## src/rtl/aes_shift_rows_pipe.sv

```systemverilog
// Elastic STAGES-deep pipeline applying AES ShiftRows or InvShiftRows (chosen per beat)
// to a 128-bit state, carrying a side-band tag; valid/ready on both sides, synchronous flush.
module aes_shift_rows_pipe #(
  parameter int STAGES = 2,
  parameter int TAG_W  = 4
) (
  input  logic             clk,
  input  logic             rst,
  input  logic             flush,
  input  logic             in_valid,
  output logic             in_ready,
  input  logic             in_inv,
  input  logic [TAG_W-1:0] in_tag,
  input  logic [127:0]     in_data,
  output logic             out_valid,
  input  logic             out_ready,
  output logic             out_inv,
  output logic [TAG_W-1:0] out_tag,
  output logic [127:0]     out_data,
  output logic [3:0]       occupancy
);

  // Handshake: a beat moves across a boundary on a rising edge iff valid && ready
  // are both high there; in_ready depends combinationally on out_ready and flush.

  logic [127:0]     w_fwd;
  logic [127:0]     w_inv;
  logic [127:0]     w_perm;
  logic             w_accept;
  logic [STAGES-1:0] w_adv;
  logic [3:0]       w_occ;

  logic [STAGES-1:0] r_valid;
  logic [STAGES-1:0] r_inv;
  logic [TAG_W-1:0]  r_tag  [STAGES];
  logic [127:0]      r_data [STAGES];

  // Byte (row r, col c) lives at index 4c+r, MSB first.
  for (genvar gr = 0; gr < 4; gr++) begin : g_row
    for (genvar gc = 0; gc < 4; gc++) begin : g_col
      localparam int DST  = 127 - 8 * (4 * gc + gr);
      localparam int FSRC = 127 - 8 * (4 * ((gc + gr) % 4) + gr);
      localparam int ISRC = 127 - 8 * (4 * ((gc - gr + 4) % 4) + gr);
      assign w_fwd[DST -: 8] = in_data[FSRC -: 8];
      assign w_inv[DST -: 8] = in_data[ISRC -: 8];
    end
  end

  assign w_perm = in_inv ? w_inv : w_fwd;

  // Stage g may load iff some stage at or after g is empty, or the sink takes a beat.
  for (genvar g = 0; g < STAGES; g++) begin : g_adv
    assign w_adv[g] = out_ready | ~(&r_valid[STAGES-1:g]);
  end

  assign in_ready = w_adv[0] & ~flush;
  assign w_accept = in_valid & in_ready;

  always_ff @(posedge clk or posedge rst) begin
    if (rst) begin
      r_valid <= '0;
      r_inv   <= '0;
      for (int i = 0; i < STAGES; i++) begin
        r_tag[i]  <= '0;
        r_data[i] <= '0;
      end
    end else begin
      if (flush) begin
        r_valid <= '0;
      end else begin
        if (w_adv[0]) r_valid[0] <= w_accept;
        for (int i = 1; i < STAGES; i++) begin
          if (w_adv[i]) r_valid[i] <= r_valid[i-1];
        end
      end
      if (w_accept) begin
        r_inv[0]  <= in_inv;
        r_tag[0]  <= in_tag;
        r_data[0] <= w_perm;
      end
      // Payload moves only with a valid beat so empty stages keep stable old data.
      for (int i = 1; i < STAGES; i++) begin
        if (!flush && w_adv[i] && r_valid[i-1]) begin
          r_inv[i]  <= r_inv[i-1];
          r_tag[i]  <= r_tag[i-1];
          r_data[i] <= r_data[i-1];
        end
      end
    end
  end

  always_comb begin
    w_occ = '0;
    for (int i = 0; i < STAGES; i++) begin
      w_occ = w_occ + 4'(r_valid[i]);
    end
  end

  assign occupancy = w_occ;
  assign out_valid = r_valid[STAGES-1];
  assign out_inv   = r_inv[STAGES-1];
  assign out_tag   = r_tag[STAGES-1];
  assign out_data  = r_data[STAGES-1];

endmodule

```

## config.mk

```make
export PLATFORM = sky130hd
export DESIGN_NAME = aes_shift_rows_pipe
export DESIGN_NICKNAME = d
export VERILOG_FILES = /design/src/rtl/aes_shift_rows_pipe.sv
export SDC_FILE = /design/constraint.sdc
export NUM_CORES = 1
export LEC_CHECK = 0
export BUFFER_PORTS_ARGS = -buffer_cell sky130_fd_sc_hd__clkbuf_2
export CAP_MARGIN = 20
export CORE_MARGIN = 10
export CORE_UTILIZATION = 50
export DETAILED_ROUTE_END_ITERATION = 12
export PLACE_DENSITY = 0.74
export SYNTH_ARGS = -nofsm -noshare
export SYNTH_HDL_FRONTEND = slang
export SYNTH_SLANG_ARGS = --single-unit
```

## constraint.sdc

```tcl
create_clock -name clk -period 9.73 [get_ports clk]
set_clock_uncertainty 0.1 [all_clocks]
set_input_delay 0.973 -clock clk [delete_from_list [all_inputs] [get_ports clk]]
set_output_delay 0.973 -clock clk [all_outputs]
set_load 0.01 [all_outputs]
```

==> key figures <==
Synthesis
  – Synth top area share: 0.571
  – Count of cell types in the netlist: 18
  – Most numerous cell in the Yosys netlist: mux2_2
  – Syn Std Cell Area: 11700 sq um
  – YS warnings: 0
  – Sequential share of the synthesized area: 0.571
  – Cells after synthesis: 779
  – Syn Area/Cell: 15.1 sq um
  – Dominant cell type by area after synthesis: dfrtp_1
  – Ys async rst share: 1.00
  – Most frequent cells after synthesis: mux2_2 (284), dfrtp_1 (268), buf_4 (143)
  – Main synth FF type: dfrtp_1
  – Largest cells by area after synthesis: dfrtp_1 (57%), mux2_2 (27%), buf_4 (9.1%)
  – Post-synth EDFFs: 0
  – Seq cells post-synth: 268

Global route
  – Initial antenna violation count: 1
  – Largest net degree at the start of global routing: 118
  – Total gr overflow: 0
  – Vias in the first global route: 6825
  – Gr usage total: 0.149
  – Global-route wire length before repair: 37.0 mm

Clocking
  – CTS Sinks: 268
  – Clock latency at the later pin of the worst-skew pair: 0.53 ns
  – Max clock buf depth: 3
  – Clock Pin Slew Worst Setup and Hold Paths: 0.06 ns
  – Post-CTS Setup Repair Bufs: 0
  – Post_cts resized: 0
  – CTS Buf Count: 28
  – # hold bufs at CTS: 0
  – H-tree Lvls: 1
  – CTS tree: yes
  – Root Driver: clkbuf_16

Timing
  – Hold Slack: 0.377 ns
  – Fin crit share: 0.318
  – Min Tclk post-route: 3.09 ns
  – Max Fclk: 324 MHz
  – Unrepaired setup endpoints after global routing: false
  – Slew Viols, Final: 0
  – Final hold vios: 0
  – Setup TNS: 0 ns
  – Max-slew headroom: 0.344
  – Final worst setup slack: 6.64 ns
  – Worst Max-Slew Pin Slew: 0.984 ns
  – Final setup fails: 0

Route
  – Routed WL: 23.1 mm
  – DR vias: 6205
  – Routed len/inst: 18.3 microns
  – Detailed-route DRC error count: 0
  – Initial DRT Pass Iterations: 4
  – Routed vias/inst: 4.92
  – Drt initial violations: 203
  – Antenna-violating nets left: 0

Placed design
  – # port buffers: 274
  – HPWL after DPL: 15.8 mm
  – Gpl congestion: 0.726
  – Placed inst area: 12300 sq um
  – Post-placement worst setup slack: 6.09 ns

Worst setup path
  – WP data arrival: 3.41 ns
  – Crit-path cells: clkbuf_2, nand2b_1, nand3b_1, buf_4, buf_4, mux2_2
  – Worst Path Required: 10.05 ns
  – Crit Path Category: in2reg
  – Largest stage delay, worst path: 0.87 ns
  – Worst-path maximum fanout: 70
  – Startpoint Class: input pin
  – Critical path endpoint category: register
  – Worst reg-to-reg path cell count: 5
  – Crit-path most repeated cell: buf_4
  – Reg2Reg Setup Slack: 6.87 ns
  – Slowest CP cell: buf_4

Power
  – Leakage Power: 6.16 nW
  – Peak supply drop: 0.172 mV
  – Power density cells: 242 nW/um^2

Die
  – Die height: 173 microns
  – Core Box Area: 23300 sq um
  – Initial Utilization: 0.505
  – Die area: 30000 sq um
  – Horiz. Die Dim: 173 microns
  – Num rows: 56
  – # IOs: 277

Finish
  – Fin nets: 1061
  – Final Util: 0.567
  – Layout area overhead: 12.3%
  – Layout cells sized above 1: 0.644
  – Finished Cell Area: 13200 sq um

Run
  – Max Cap Violations: 0

Hold path
  – HP Class: reg2reg
  – Cell depth of the worst hold path: 1

Status
  – Outcome: complete, no violations
placed cells by master, fill, tap and decap left out:
cell	netlist	layout
clkbuf_8	0	5
mux2_1	46	46
nand3b_1	1	1
nor2b_2	1	1
clkbuf_16	0	28
dfrtp_1	268	268
conb_1	1	2
ha_1	1	1
clkinv_8	0	1
nor3b_4	1	1
nor2_1	2	2
nand2b_1	1	1
clkbuf_2	0	273
clkinvlp_4	0	1
clkinv_2	0	2
mux2i_1	1	1
a21oi_1	1	1
clkbuf_1	1	11
inv_1	2	1
buf_2	16	1
inv_8	0	1
mux2_2	284	284
diode_2	0	1
buf_4	143	7
cell families (layout without fill, tap and decap cells):
family / count (synthesis) / after routing / share of synthesized area
DFF: 268 / 268 / 0.571
other: 1 / 3 / 0.000319
muxes: 331 / 331 / 0.317
adders and majority gates: 1 / 1 / 0.00107
buffers and inverters: 171 / 331 / 0.106
and+or+nand+nor: 6 / 6 / 0.00416
AOI/OAI and AO/OA: 1 / 1 / 0.000426
stage by stage:
step,total power [mW],std cells
after global placement,2.23,1211
final,3.20,1260
after global routing,3.37,1259
after CTS,3.25,1259
after floorplan,2.17,780
after detailed placement,2.25,1211
report_power, final:
group          switching, mW  internal, mW
Sequential             0.144          1.39
Clock                  0.415         0.567
Combinational          0.319         0.360
Total                  0.878          2.32
routing by layer:
metal  track usage  up-vias  wire length, microns
met5             0        -                     0
met4        0.0356        0                   333
met3        0.0677       29                  2320
met2         0.245      183                 11000
met1         0.174     3136                  9440
li1              -     2857                     -
sequential cells by signal, summed over array words and instances (netlist names):
signal	count
out_data	128
r_data	128
out_tag	4
r_tag	4
r_inv	2
r_valid	2
area by class of cell:
class                           instances  area (sq um)
Fill cell                            1919         10100
Clock inverter                          4          33.8
Multi-Input combinational cell        341          3800
Clock buffer                           44           811
Tap cell                              319           399
Sequential cell                       268          6710
Antenna cell                            1          2.50
Inverter                                2          15.0
Timing Repair Buffer                  281          1420
worst max-delay path: cells and delay by family:
kind / cells / cell delay [ns]
buf+inv: 3 / 1.61
mux: 1 / 0.42
simple gates: 2 / 0.23
worst paths after layout:
check	from	to
max in group asynchronous	rst	r_data[130]$_DFFE_PP0P_
min	r_data[174]$_DFFE_PP0P_	r_data[174]$_DFFE_PP0P_
max reg2reg	r_valid[1]$_DFFE_PP0P_	out_data[10]$_DFFE_PP0P_
max	out_ready	out_data[10]$_DFFE_PP0P_
min in group asynchronous	rst	r_data[218]$_DFFE_PP0P_
min reg2reg	r_data[174]$_DFFE_PP0P_	r_data[174]$_DFFE_PP0P_
Power figures use the tool's default switching activity.
